==> config.mk <==
export PLATFORM = sky130hd
export DESIGN_NAME = i2s_duplex
export DESIGN_NICKNAME = d
export VERILOG_FILES = /design/src/rtl/i2s_pkg.sv /design/src/rtl/i2s_clkgen.sv /design/src/rtl/i2s_duplex.sv
export SDC_FILE = /design/constraint.sdc
export NUM_CORES = 1
export LEC_CHECK = 0
export CAP_MARGIN = 20
export CORE_MARGIN = 2
export CORE_UTILIZATION = 49
export CTS_CLUSTER_SIZE = 16
export DETAILED_ROUTE_END_ITERATION = 8
export GPL_ROUTABILITY_DRIVEN = 0
export PLACE_DENSITY_LB_ADDON = 0.15
export SETUP_SLACK_MARGIN = 0.2
export SYNTH_ARGS = -nofsm -noshare
export SYNTH_HDL_FRONTEND = slang
export SYNTH_HIERARCHICAL = 1
export SYNTH_SLANG_ARGS = --single-unit
==> constraint.sdc <==
create_clock -name clk_i -period 2.15 [get_ports clk_i]
set_input_delay 0.3225 -clock clk_i [delete_from_list [all_inputs] [get_ports clk_i]]
set_output_delay 0.3225 -clock clk_i [all_outputs]
set_load 0.1 [all_outputs]
==> src/rtl/i2s_pkg.sv <==
// Shared constants and types for the I2S duplex link.
package i2s_pkg;

    localparam int unsigned SLOT_W_DEF   = 32;
    localparam int unsigned DIV_LOG2_DEF = 1;
    localparam int unsigned CNT_W        = 16;

    typedef struct packed {
        logic frame_start;
        logic bck_rise;
        logic bck_fall;
    } phase_strb_t;

endpackage

==> src/rtl/i2s_clkgen.sv <==
// Frame timing for the I2S link: prescaler, bit clock, word select, slot bit index and
// the phase strobes the datapaths act on.
module i2s_clkgen
    import i2s_pkg::*;
#(
    parameter int unsigned SLOT_W   = SLOT_W_DEF,
    parameter int unsigned DIV_LOG2 = DIV_LOG2_DEF
) (
    input  logic                      clk_i,
    input  logic                      rst_ni,
    input  logic                      en_i,
    output logic                      bck_o,
    output logic                      lrck_o,
    output logic [$clog2(SLOT_W)-1:0] bit_o,
    output phase_strb_t               strb_o
);

    localparam int unsigned LOW_W = DIV_LOG2 + 1;
    localparam int unsigned BIT_W = $clog2(SLOT_W);
    localparam int unsigned P_W   = $clog2(2 * SLOT_W) + LOW_W;

    logic [LOW_W-1:0] low_q, low_d;
    logic [BIT_W-1:0] bit_q, bit_d;
    logic             slot_q, slot_d;
    logic [P_W-1:0]   p;

    // Counters are kept split so SLOT_W need not be a power of two; p is their flat view.
    assign p = (((slot_q ? P_W'(SLOT_W) : '0) + P_W'(bit_q)) << LOW_W) | P_W'(low_q);

    always_comb begin
        low_d  = low_q;
        bit_d  = bit_q;
        slot_d = slot_q;
        if (!en_i) begin
            low_d  = '0;
            bit_d  = '0;
            slot_d = 1'b0;
        end else begin
            low_d = low_q + 1'b1;
            if (&low_q) begin
                if (bit_q == BIT_W'(SLOT_W - 1)) begin
                    bit_d  = '0;
                    slot_d = ~slot_q;
                end else begin
                    bit_d = bit_q + 1'b1;
                end
            end
        end
    end

    always_ff @(posedge clk_i or negedge rst_ni) begin
        if (!rst_ni) begin
            low_q  <= '0;
            bit_q  <= '0;
            slot_q <= 1'b0;
        end else begin
            low_q  <= low_d;
            bit_q  <= bit_d;
            slot_q <= slot_d;
        end
    end

    assign bck_o  = en_i & low_q[DIV_LOG2];
    assign lrck_o = en_i & slot_q;
    assign bit_o  = bit_q;

    always_comb begin
        strb_o.bck_rise    = en_i && (low_q == LOW_W'(1 << DIV_LOG2));
        strb_o.bck_fall    = en_i && (low_q == '0);
        strb_o.frame_start = en_i && (p == '0);
    end

endmodule

==> src/rtl/i2s_duplex.sv <==
// Full-duplex I2S master: ADC receive path, DAC transmit path with a one-pair holding buffer.
// Define I2S_DUPLEX_STATUS_EN to enable the saturating transmit underrun counter.
module i2s_duplex
    import i2s_pkg::*;
#(
    parameter int unsigned DATA_W   = 24,
    parameter int unsigned SLOT_W   = SLOT_W_DEF,
    parameter int unsigned DIV_LOG2 = DIV_LOG2_DEF
) (
    input  logic              clk_i,
    input  logic              rst_ni,
    input  logic              en_i,
    input  logic              din_i,
    output logic              bck_o,
    output logic              lrck_o,
    output logic              scki_o,
    output logic              dout_o,
    output logic [DATA_W-1:0] rx_left_o,
    output logic [DATA_W-1:0] rx_right_o,
    output logic              rx_valid_o,
    input  logic [DATA_W-1:0] tx_left_i,
    input  logic [DATA_W-1:0] tx_right_i,
    input  logic              tx_valid_i,
    output logic              tx_ready_o,
    output logic              tx_underrun_o,
    output logic [CNT_W-1:0]  tx_underrun_cnt_o
);

    localparam int unsigned BIT_W = $clog2(SLOT_W);
    localparam logic [BIT_W-1:0] LastBit = BIT_W'(DATA_W);

    logic [BIT_W-1:0] bit_idx;
    logic             slot;
    phase_strb_t      strb;
    logic             in_word;

    i2s_clkgen #(
        .SLOT_W   (SLOT_W),
        .DIV_LOG2 (DIV_LOG2)
    ) u_clkgen (
        .clk_i  (clk_i),
        .rst_ni (rst_ni),
        .en_i   (en_i),
        .bck_o  (bck_o),
        .lrck_o (slot),
        .bit_o  (bit_idx),
        .strb_o (strb)
    );

    logic [DATA_W-1:0] rx_sh_l_q, rx_sh_l_d, rx_sh_r_q, rx_sh_r_d;
    logic [DATA_W-1:0] rx_left_q, rx_left_d, rx_right_q, rx_right_d;
    logic              rx_valid_q, rx_valid_d;
    logic [DATA_W-1:0] act_l_q, act_l_d, act_r_q, act_r_d;
    logic [DATA_W-1:0] buf_l_q, buf_l_d, buf_r_q, buf_r_d;
    logic              buf_full_q, buf_full_d;
    logic              dout_q, dout_d;
    logic              underrun_q, underrun_d;

    assign in_word = (bit_idx != '0) && (bit_idx <= LastBit);

    always_comb begin
        rx_sh_l_d  = rx_sh_l_q;
        rx_sh_r_d  = rx_sh_r_q;
        rx_left_d  = rx_left_q;
        rx_right_d = rx_right_q;
        rx_valid_d = 1'b0;
        act_l_d    = act_l_q;
        act_r_d    = act_r_q;
        buf_l_d    = buf_l_q;
        buf_r_d    = buf_r_q;
        buf_full_d = buf_full_q;
        dout_d     = dout_q;
        underrun_d = 1'b0;

        if (strb.bck_rise && in_word) begin
            if (slot) begin
                rx_sh_r_d = {rx_sh_r_q[DATA_W-2:0], din_i};
            end else begin
                rx_sh_l_d = {rx_sh_l_q[DATA_W-2:0], din_i};
            end
            if (slot && (bit_idx == LastBit)) begin
                rx_left_d  = rx_sh_l_q;
                rx_right_d = {rx_sh_r_q[DATA_W-2:0], din_i};
                rx_valid_d = 1'b1;
            end
        end

        // Active words are shifted out MSB first, so the MSB always holds the next bit.
        if (!en_i) begin
            dout_d = 1'b0;
        end else if (strb.bck_fall) begin
            dout_d = 1'b0;
            if (in_word) begin
                if (slot) begin
                    dout_d  = act_r_q[DATA_W-1];
                    act_r_d = act_r_q << 1;
                end else begin
                    dout_d  = act_l_q[DATA_W-1];
                    act_l_d = act_l_q << 1;
                end
            end
        end

        // Frame start always falls on slot bit 0, so it never collides with the shift above.
        if (strb.frame_start) begin
            if (buf_full_q) begin
                act_l_d    = buf_l_q;
                act_r_d    = buf_r_q;
                buf_full_d = 1'b0;
            end else begin
                act_l_d    = '0;
                act_r_d    = '0;
                underrun_d = 1'b1;
            end
        end

        if (tx_valid_i && !buf_full_q) begin
            buf_l_d    = tx_left_i;
            buf_r_d    = tx_right_i;
            buf_full_d = 1'b1;
        end
    end

    always_ff @(posedge clk_i or negedge rst_ni) begin
        if (!rst_ni) begin
            rx_sh_l_q  <= '0;
            rx_sh_r_q  <= '0;
            rx_left_q  <= '0;
            rx_right_q <= '0;
            rx_valid_q <= 1'b0;
            act_l_q    <= '0;
            act_r_q    <= '0;
            buf_l_q    <= '0;
            buf_r_q    <= '0;
            buf_full_q <= 1'b0;
            dout_q     <= 1'b0;
            underrun_q <= 1'b0;
        end else begin
            rx_sh_l_q  <= rx_sh_l_d;
            rx_sh_r_q  <= rx_sh_r_d;
            rx_left_q  <= rx_left_d;
            rx_right_q <= rx_right_d;
            rx_valid_q <= rx_valid_d;
            act_l_q    <= act_l_d;
            act_r_q    <= act_r_d;
            buf_l_q    <= buf_l_d;
            buf_r_q    <= buf_r_d;
            buf_full_q <= buf_full_d;
            dout_q     <= dout_d;
            underrun_q <= underrun_d;
        end
    end

`ifdef I2S_DUPLEX_STATUS_EN
    logic [CNT_W-1:0] ur_cnt_q;

    always_ff @(posedge clk_i or negedge rst_ni) begin
        if (!rst_ni) begin
            ur_cnt_q <= '0;
        end else if (underrun_d && !(&ur_cnt_q)) begin
            ur_cnt_q <= ur_cnt_q + 1'b1;
        end
    end

    assign tx_underrun_cnt_o = ur_cnt_q;
`else
    assign tx_underrun_cnt_o = '0;
`endif

    assign lrck_o        = slot;
    assign scki_o        = clk_i;
    assign dout_o        = en_i & dout_q;
    assign rx_left_o     = rx_left_q;
    assign rx_right_o    = rx_right_q;
    assign rx_valid_o    = en_i & rx_valid_q;
    assign tx_ready_o    = ~buf_full_q;
    assign tx_underrun_o = underrun_q;

endmodule

==> impl_metrics.csv, run 1 <==
group,metric,value,unit
final_layout,antennaDiodeCount,0,
floorplanning,die_w,135,um
cts,clk_pin_slew,60,ps
detailed_routing,wirelength,17000,um
sta,final.setup.worst_slack,142,ps
global_routing,grt_pass1_wl,27700,um
synth,synthesis.area,8410,sq um
synth,synthCells,605,
sta,slew_headroom,65.0,%
placed_design,dp_hpwl,10000,um
pwr,p_int,8.16,mW
cts,cts_tree,"done",
floorplanning,dieArea,18200,sq um
floorplanning,core,16700,sq um
final_layout,drive_gt1_share,39.9,%
floorplanning,start_util,50.3,%
sta,hold_viol,0,
final_layout,area_growth,33.4,%
pwr,ir_drop,1.08,mV
sta,finClkSkew,8.30,ps
final_layout,num-nets-final,817,
setup_path,crit_path_start_kind,"flop",
sta,worst_pin_slew,525,ps
placed_design,io_buffers,107,
global_routing,grt_max_degree,63,
setup_path,r2r-start,"u_clkgen/bit_o[1]$_DFFE_PN0P_",
pwr,power.share.clock,37.2,%
final_layout,layout.cells.non_filler,992,
final_layout,num-fill-cells,1233,
synth,yosys_warnings,6,
global_routing,antenna_found_initial,0,
detailed_routing,drt-pass1-iter-count,4,
synth,avgSynthCellArea,13.9,sq um
detailed_routing,wl_per_cell,17.2,um
setup_path,crit_path_end_kind,"flop",
global_routing,track_usage,18.9,%
pwr,combinationalPowerShare,15.9,%
setup_path,cp_data_arrival_time,2490,ps
synth,synth_top_flop_cell,"dfrtp_1",
sta,slew_viol_final,0,
sta,finalCriticalPeriod,2010,ps
placed_design,post-place-ws,-219,ps
synth,synth_cell_types,41,
floorplanning,rows,47,
pwr,p_sw,3.03,mW
min_path,hold_class,"primary input to async pin",
sta,setup_viol,0,
outcome,status,"finished clean",
global_routing,grt.overflow.total,0,
pwr,power_density,998,nW/um^2
run,maxCapViolations,0,
floorplanning,die_h,135,um
detailed_routing,drt_iter0_markers,194,
setup_path,r2r-end,"rx_sh_r_q[14]$_DFFE_PN0P_",
cts,clk_latency,610,ps
detailed_routing,ant_nets,0,
sta,max_freq,0.498,GHz
setup_path,path_class,"flop to flop",
detailed_routing,drc,0,
floorplanning,io_pins,124,
sta,final.setup.tns,0,ps
pwr,p_leak,5.09,nW
setup_path,r2r_slack,140,ps
sta,rsz0062_at_grt,"yes",
pwr,switching_share,27.0,%
synth,seq_area_frac_synth,60.4,%
detailed_routing,drt-vias-per-instance,5.20,
placed_design,dpl.cell_count,926,
synth,synth-async-reset-ratio,100,%
synth,synth_seq_cells,203,
synth,synth-edff-count,0,
sta,finalCritPeriodShare,93.4,%
pwr,p_seq_share,46.9,%
setup_path,cp_data_required_time,2630,ps
detailed_routing,vias,5159,
setup_path,path_max_fanout,23,
pwr,p_total,11.2,mW
setup_path,worstRegToRegCells,6,
global_routing,grt_pass1_vias,5507,
==> per-stage QoR <==
stage                     util, %  hold WS [ps]  instance area (sq um)
final                        67.2           244                  11200
after global routing         67.2           290                  11200
after CTS                    65.4           271                  10900
after detailed placement     59.1           346                   9870
after global placement       59.1           341                   9870
after floorplan                 -          26.9                   8600
==> power groups by stage <==
stage,clock (mW),combinational [mW],sequential (mW)
final,4.16,1.78,5.25
after global routing,4.41,1.99,5.38
after CTS,4.26,1.79,5.25
after detailed placement,0.183,1.76,5.31
after global placement,0.183,1.68,5.27
after floorplan,0.176,1.32,5.14
==> critical path, stage by stage, from the launching register on <==
cell	delay [ps]
dfrtp_2	420
o311a_4	400
a21o_1	200
buf_4	150
nor2_2	140
buf_12	200
mux2_2	350
==> repair_timing <==
item                                   in CTS  in global routing
resized for setup                          16                 41
pin swaps                                   1                  1
setup endpoints to repair                  99                116
hold buffers                                1                  0
endpoints found under the hold margin      56                  0
gates cloned                                5                  5
buffers inserted                           14                  0
==> how the worst max path moves through the flow <==
| stage | startpoint | end | slack, ps | cells past startpoint |
|---|---|---|---|---|
| final | u_clkgen/bit_o[1]$_DFFE_PN0P_ | rx_sh_r_q[14]$_DFFE_PN0P_ | 140 | 6 |
| after global routing | u_clkgen/bit_o[1]$_DFFE_PN0P_ | rx_sh_r_q[2]$_DFFE_PN0P_ | 80 | 6 |
| after CTS | u_clkgen/bit_o[1]$_DFFE_PN0P_ | rx_sh_l_q[2]$_DFFE_PN0P_ | 160 | 6 |
| after detailed placement | en_i | rx_right_o[14]$_DFFE_PN0P_ | -220 | 6 |
| after global placement | clk_i | scki_o | -190 | 1 |
| after floorplan | en_i | rx_left_o[10]$_DFFE_PN0P_ | 80 | 7 |
==> synth_stat cells, types with 2 or more instances <==
master | n | area (sq um)
o22ai_1 | 2 | 12.5
buf_2 | 8 | 40.0
a21o_1 | 2 | 15.0
nand2_1 | 55 | 206
ha_1 | 6 | 75.1
buf_4 | 17 | 128
buf_6 | 7 | 78.8
nor3_1 | 2 | 10.0
o21ai_1 | 27 | 135
mux2_1 | 7 | 78.8
nor2_1 | 3 | 11.3
mux2i_1 | 44 | 440
nor2b_1 | 4 | 25.0
inv_1 | 8 | 30.0
mux2_2 | 137 | 1540
dfrtp_1 | 203 | 5080
a32oi_1 | 4 | 35.0
clkbuf_1 | 14 | 52.6
o21ai_0 | 23 | 115
and2_1 | 11 | 68.8
==> cells by family (layout without fill, tap and decap cells) <==
group / after synthesis / after routing / synth area share [%]
and+or+nand+nor: 86 / 86 / 5.19
xor gates and xnor gates: 1 / 1 / 0.104
AOI/OAI and AO/OA: 64 / 64 / 4.61
muxes: 188 / 188 / 24.5
other: 1 / 16 / 0.0446
buffers and inverters: 56 / 208 / 4.20
adders and majority gates: 6 / 6 / 0.893
DFF: 203 / 203 / 60.4
==> layout by cell type (no fill, tap or decap), drive strengths merged, types with 2 or more instances in the layout <==
cell type	instances
dfrtp	203
mux2	144
buf	101
nand2	55
clkdlybuf4s50	51
o21ai	50
clkbuf	45
mux2i	44
conb	16
and2	11
inv	8
ha	6
a32oi	4
nor2b	4
nor2	4
a21o	2
o22ai	2
nor3	2
nand3	2
==> area by class of cell <==
| cell class | instances | area [sq um] | area share [%] |
|---|---|---|---|
| Inverter | 8 | 30.0 | 0.268 |
| Tap cell | 220 | 275 | 2.45 |
| Multi-Input combinational cell | 361 | 3330 | 29.7 |
| Clock inverter | 2 | 35.0 | 0.312 |
| Timing Repair Buffer | 158 | 1700 | 15.1 |
| Clock buffer | 40 | 764 | 6.81 |
| Sequential cell | 203 | 5080 | 45.3 |
==> metal layers <==
layer	share of wire, %	track usage, %	vias to the layer above	wire length (um)
li1	-	-	2392	-
met4	2.0	5.84	0	335
met5	0	0	-	0
met2	48	30.9	117	8240
met3	4.5	3.87	31	765
met1	45	25.7	2619	7690
==> registers in the layout (all words and copies together), names as in the netlist, 2 cells and up <==
signal          flops
u_clkgen/low_q      2
rx_sh_l_q          24
buf_l_q            24
rx_right_o         24
act_l_q            24
rx_left_o          24
u_clkgen/bit_o      5
act_r_q            24
buf_r_q            24
rx_sh_r_q          23
Note: power is estimated with default switching activity, not from simulation.
==> inputs of run 2 (changes only) <==
--- a/config.mk
+++ b/config.mk
@@ -12,7 +12,7 @@
 export DETAILED_ROUTE_END_ITERATION = 8
 export GPL_ROUTABILITY_DRIVEN = 0
 export PLACE_DENSITY_LB_ADDON = 0.15
-export SETUP_SLACK_MARGIN = 0.2
+export SETUP_SLACK_MARGIN = 0.4
 export SYNTH_ARGS = -nofsm -noshare
 export SYNTH_HDL_FRONTEND = slang
 export SYNTH_HIERARCHICAL = 1
==> impl_metrics.csv, run 2 (synthesis results as in run 1) <==
group,metric,value,unit
outcome,status,"finished clean",
floorplanning,io_pins,124,
detailed_routing,drt-vias-per-instance,5.19,
pwr,p_sw,3.18,mW
cts,clk_latency,610,ps
sta,finalCriticalPeriod,2000,ps
placed_design,dp_hpwl,9930,um
pwr,power.share.clock,37.9,%
cts,cts_tree,"done",
global_routing,grt_pass1_wl,29500,um
run,maxCapViolations,0,
floorplanning,dieArea,18200,sq um
setup_path,cp_slowest_cell,"dfrtp_1",
sta,final.setup.tns,0,ps
pwr,p_leak,5.41,nW
pwr,switching_share,27.2,%
final_layout,area_growth,42.1,%
floorplanning,die_h,135,um
sta,rsz0062_at_grt,"yes",
sta,holdWs,252,ps
detailed_routing,ant_nets,0,
final_layout,drive_gt1_share,44.0,%
min_path,hold_class,"primary input to async pin",
global_routing,grt.overflow.total,0,
detailed_routing,vias,5316,
pwr,p_seq_share,45.0,%
final_layout,layout_commonest_cell,"dfrtp_1",
sta,final.setup.worst_slack,146,ps
detailed_routing,drt_iter0_markers,215,
detailed_routing,wirelength,18200,um
placed_design,post-place-ws,-187,ps
pwr,ir_drop,1.20,mV
setup_path,cp_data_arrival_time,2500,ps
sta,slew_viol_final,0,
floorplanning,die_w,135,um
final_layout,fin_util,71.6,%
setup_path,path_class,"flop to flop",
setup_path,crit_path_end_kind,"flop",
detailed_routing,drc,0,
setup_path,cp_data_required_time,2650,ps
setup_path,cp_num_buf_inv,4,
setup_path,cp_cell_sequence,"inv_2, ha_4, and2_4, nand4_1, nor4_4, buf_4, buf_6, clkbuf_16, mux2_4",
floorplanning,core,16700,sq um
setup_path,max_stage_delay,380,ps
pwr,power_density,978,nW/um^2
sta,setup_viol,0,
floorplanning,rows,47,
setup_path,crit_family,"simple AND/OR/NAND/NOR gates",
global_routing,track_usage,20.4,%
sta,finalCritPeriodShare,93.2,%
global_routing,antenna_found_initial,1,
final_layout,num-fill-cells,1114,
detailed_routing,drt-pass1-iter-count,4,
pwr,p_int,8.51,mW
setup_path,path_max_fanout,5,
setup_path,crit_path_start_kind,"flop",
detailed_routing,wl_per_cell,17.8,um
global_routing,grt_pass1_vias,5606,
placed_design,io_buffers,107,
global_routing,grt_max_degree,61,
final_layout,num-nets-final,846,
sta,finClkSkew,7.28,ps
sta,max_freq,0.499,GHz
final_layout,final_cell_mix,"200 x dfrtp_1, 83 x mux2_4, 80 x buf_4, 61 x mux2_2, 54 x nand2_1",
cts,clk_pin_slew,60,ps
sta,hold_viol,0,
pwr,combinationalPowerShare,17.1,%
floorplanning,start_util,50.3,%
## run 2: power by group through the flow
stage / clock network (mW) / logic [mW] / registers, mW
2_1_floorplan: 0.176 / 1.33 / 5.14
3_3_place_gp: 0.183 / 1.72 / 5.25
3_5_place_dp: 0.183 / 1.79 / 5.30
4_1_cts: 4.43 / 1.99 / 5.24
5_1_grt: 4.68 / 2.20 / 5.39
6_report: 4.43 / 2.00 / 5.27
## run 2: final cells by class
cell class | count | area (sq um) | share of cell area (%)
Antenna cell | 1 | 2.50 | 0.0209
Clock buffer | 36 | 764 | 6.40
Clock inverter | 8 | 93.8 | 0.785
Inverter | 8 | 30.0 | 0.251
Multi-Input combinational cell | 361 | 3480 | 29.1
Sequential cell | 203 | 5080 | 42.5
Tap cell | 220 | 275 | 2.30
Timing Repair Buffer | 187 | 2220 | 18.6
## run 2: final timing paths
check                                             from  cells past startpoint                       endpoint  slack [ps]
setup / recovery           u_clkgen/low_q[0]$_DFF_PN0_                      9     rx_right_o[12]$_DFFE_PN0P_         150
hold / removal                                  rst_ni                      2        buf_r_q[12]$_DFFE_PN0P_         250
setup reg to reg           u_clkgen/low_q[0]$_DFF_PN0_                      9     rx_right_o[12]$_DFFE_PN0P_         150
hold reg to reg                 buf_r_q[0]$_DFFE_PN0P_                      2         act_r_q[0]$_DFFE_PN0P_         480
max in group asynchronous                       rst_ni                      3    u_clkgen/low_q[1]$_DFF_PN0_        1240
min in group clk_i                                en_i                      3  u_clkgen/bit_o[0]$_DFFE_PN0P_         310
## run 2: metrics by stage
| step | std cells | area (sq um) | power, mW |
|---|---|---|---|
| 6_report | 1024 | 12000 | 11.7 |
| 5_1_grt | 1024 | 12000 | 12.3 |
| 2_1_floorplan | 620 | 8730 | 6.65 |
| 3_3_place_gp | 926 | 9990 | 7.15 |
| 3_5_place_dp | 926 | 9990 | 7.27 |
| 4_1_cts | 1018 | 11700 | 11.7 |
## run 2: per-layer routing
metal  global-route usage (%)  wire length, um  up-vias
met5                        0                0        -
met1                     28.1             8410     2713
met4                     6.02              442        0
li1                         -                -     2459
met2                     33.4             8570      111
met3                     3.60              768       33
## run 2: repair_timing
item                       4_1_cts  5_1_grt
hold endpoints to repair        57        0
gates resized for setup         72       42
hold buffers                     1        0
setup endpoints to repair      148      150
buffers inserted                30        3
pin swaps                        8        4
cloned                          18        2
==> inputs of run 3 (changes only) <==
--- a/config.mk
+++ b/config.mk
@@ -7,7 +7,7 @@
 export LEC_CHECK = 0
 export CAP_MARGIN = 20
 export CORE_MARGIN = 2
-export CORE_UTILIZATION = 49
+export CORE_UTILIZATION = 50
 export CTS_CLUSTER_SIZE = 16
 export DETAILED_ROUTE_END_ITERATION = 8
 export GPL_ROUTABILITY_DRIVEN = 0
==> constraint.sdc (replaced) <==
create_clock -name clk_i -period 2 [get_ports clk_i]
set_input_delay 0.3 -clock clk_i [delete_from_list [all_inputs] [get_ports clk_i]]
set_output_delay 0.3 -clock clk_i [all_outputs]
set_load 0.1 [all_outputs]
==> impl_metrics.csv, run 3 (synthesis results as in run 1) <==
group,metric,value,unit
global_routing,global_route.usage.met3,3.35,%
final_layout,num-fill-cells,1065,
sta,hold_viol,0,
setup_path,crit_family,"buffers and inverters",
placed_design,io_buffers,107,
cts,clk_pin_slew,60,ps
final_layout,drive_gt1_share,46.0,%
setup_path,worstRegToRegCells,9,
placed_design,post-place-ws,-356,ps
detailed_routing,drt_iter0_markers,218,
global_routing,grt.overflow.total,0,
run,maxCapViolations,0,
pwr,switching_share,27.8,%
sta,rsz0062_at_grt,"yes",
sta,finalCriticalPeriod,2000,ps
setup_path,cp_data_required_time,2480,ps
sta,slew_viol_final,0,
setup_path,path_max_fanout,5,
setup_path,r2r-start,"u_clkgen/low_q[0]$_DFF_PN0_",
detailed_routing,vias,5275,
sta,final.setup.tns,-3.28,ps
setup_path,cp_num_buf_inv,4,
outcome,status,"complete, but fails checks",
detailed_routing,ant_nets,0,
detailed_routing,wirelength,18100,um
detailed_routing,wl_per_cell,17.6,um
global_routing,met2_usage,34.6,%
final_layout,final_cell_mix,"199 x dfrtp_1, 72 x mux2_4, 72 x mux2_2, 72 x buf_4, 53 x nand2_1",
pwr,p_seq_share,46.8,%
sta,worst_pin_slew,521,ps
global_routing,busiest_layer,"met2",
floorplanning,core,16500,sq um
global_routing,use_met1,26.6,%
floorplanning,dieArea,17900,sq um
setup_path,r2r_slack,-2,ps
floorplanning,rows,47,
global_routing,grt_pass1_wl,28800,um
setup_path,cp_cell_sequence,"inv_2, ha_1, and2_4, nand4_1, nor4_4, buf_4, buf_12, clkbuf_16, mux2_2",
final_layout,multi_input_area,3480,sq um
global_routing,grt_pass1_vias,5577,
setup_path,cp_slowest_cell,"dfrtp_1",
sta,finalCritPeriodShare,100,%
floorplanning,start_util,50.9,%
pwr,p_int,8.72,mW
cts,cts_tree,"done",
detailed_routing,drc,0,
global_routing,track_usage,20.0,%
pwr,power_density,1010,nW/um^2
cts,clk_latency,600,ps
sta,finClkSkew,8.91,ps
sta,slew_headroom,65.3,%
global_routing,antenna_found_initial,0,
setup_path,cp_data_arrival_time,2480,ps
setup_path,max_stage_delay,400,ps
final_layout,num-nets-final,852,
pwr,p_sw,3.36,mW
setup_path,crit_path_start_kind,"flop",
setup_path,crit_path_end_kind,"flop",
min_path,hold_class,"primary input to async pin",
final_layout,area_growth,42.1,%
floorplanning,io_pins,124,
final_layout,layout_commonest_cell,"dfrtp_1",
detailed_routing,drt-vias-per-instance,5.14,
setup_path,r2r-end,"rx_right_o[3]$_DFFE_PN0P_",
outcome,violations,"negative setup slack",
global_routing,grt_max_degree,62,
detailed_routing,drt-pass1-iter-count,4,
final_layout,ff_latch_area,5080,sq um
pwr,ir_drop,0.856,mV
pwr,combinationalPowerShare,17.3,%
setup_path,path_class,"flop to flop",
final_layout,antennaDiodeCount,0,
sta,max_freq,0.500,GHz
pwr,p_leak,5.41,nW
floorplanning,die_h,134,um
floorplanning,die_w,134,um
pwr,power.share.clock,35.9,%
sta,final.setup.worst_slack,-1.85,ps
placed_design,dp_hpwl,10300,um
sta,setup_viol,2,
-- run 3: changes by cell type in the layout (fill, tap and decap cells not counted), sizes merged --
cell	previous run	this run
clkbuf	38	36
clkinvlp	0	2
bufinv	2	1
diode	1	0
bufbuf	1	0
clkinv	6	9
buf	132	135
-- run 3: how the worst max path moves through the flow --
stage          cells after the start                         end  slack [ps]                          start
5_1_grt                            9   rx_right_o[6]$_DFFE_PN0P_        -100    u_clkgen/low_q[0]$_DFF_PN0_
6_report                           9   rx_right_o[3]$_DFFE_PN0P_          -2    u_clkgen/low_q[0]$_DFF_PN0_
2_1_floorplan                      7   rx_left_o[10]$_DFFE_PN0P_         -40                           en_i
4_1_cts                            6   rx_sh_r_q[12]$_DFFE_PN0P_          70  u_clkgen/bit_o[2]$_DFFE_PN0P_
3_5_place_dp                       6  rx_right_o[13]$_DFFE_PN0P_        -360                           en_i
3_3_place_gp                       6   rx_left_o[14]$_DFFE_PN0P_        -290                           en_i
-- run 3: through the flow --
stage	instances	power (mW)	cell area [sq um]	utilization (%)	hold slack, ps
4_1_cts	1012	12.0	11500	69.6	275
3_5_place_dp	931	7.85	10000	60.8	327
6_report	1027	12.1	11900	72.3	260
2_1_floorplan	620	7.15	8750	-	4.41
5_1_grt	1027	12.7	11900	72.3	305
3_3_place_gp	931	7.71	10000	60.8	325
-- run 3: layout make-up --
cell class / instances / area share, %
clock buffers: 29 / 5.70
clock inverters: 12 / 0.754
inverters: 8 / 0.272
multi-input cells: 361 / 29.1
flip-flops and latches: 203 / 42.6
well taps: 220 / 2.30
repair buffers: 194 / 19.3
-- run 3: worst register-to-register path, cell delays in order, from the launching register on --
cell and delay [ps]:
dfrtp_1 400, inv_2 70, ha_1 140, and2_4 140, nand4_1 150, nor4_4 200
buf_4 190, buf_12 130, clkbuf_16 150, mux2_2 330
-- run 3: power groups by stage --
stage               Sequential, mW  Combinational, mW  Clock [mW]
floorplan                     5.53               1.43       0.189
global placement              5.67               1.85       0.196
detailed placement            5.71               1.94       0.196
CTS                           5.64               2.06        4.32
global route                  5.80               2.31        4.59
finish                        5.66               2.09        4.34
-- run 3: metal layers --
metal	wire length, um	vias up
met5	0	-
met1	7950	2674
met3	672	20
met2	9260	110
li1	-	2471
met4	225	0
-- run 3: what timing repair did --
action	4_1_cts	5_1_grt
gates resized for setup	60	58
hold buffers	1	0
setup endpoints to repair	156	163
buffers inserted	28	8
gates cloned	12	7
pin swaps	6	15
hold endpoints to repair	55	0
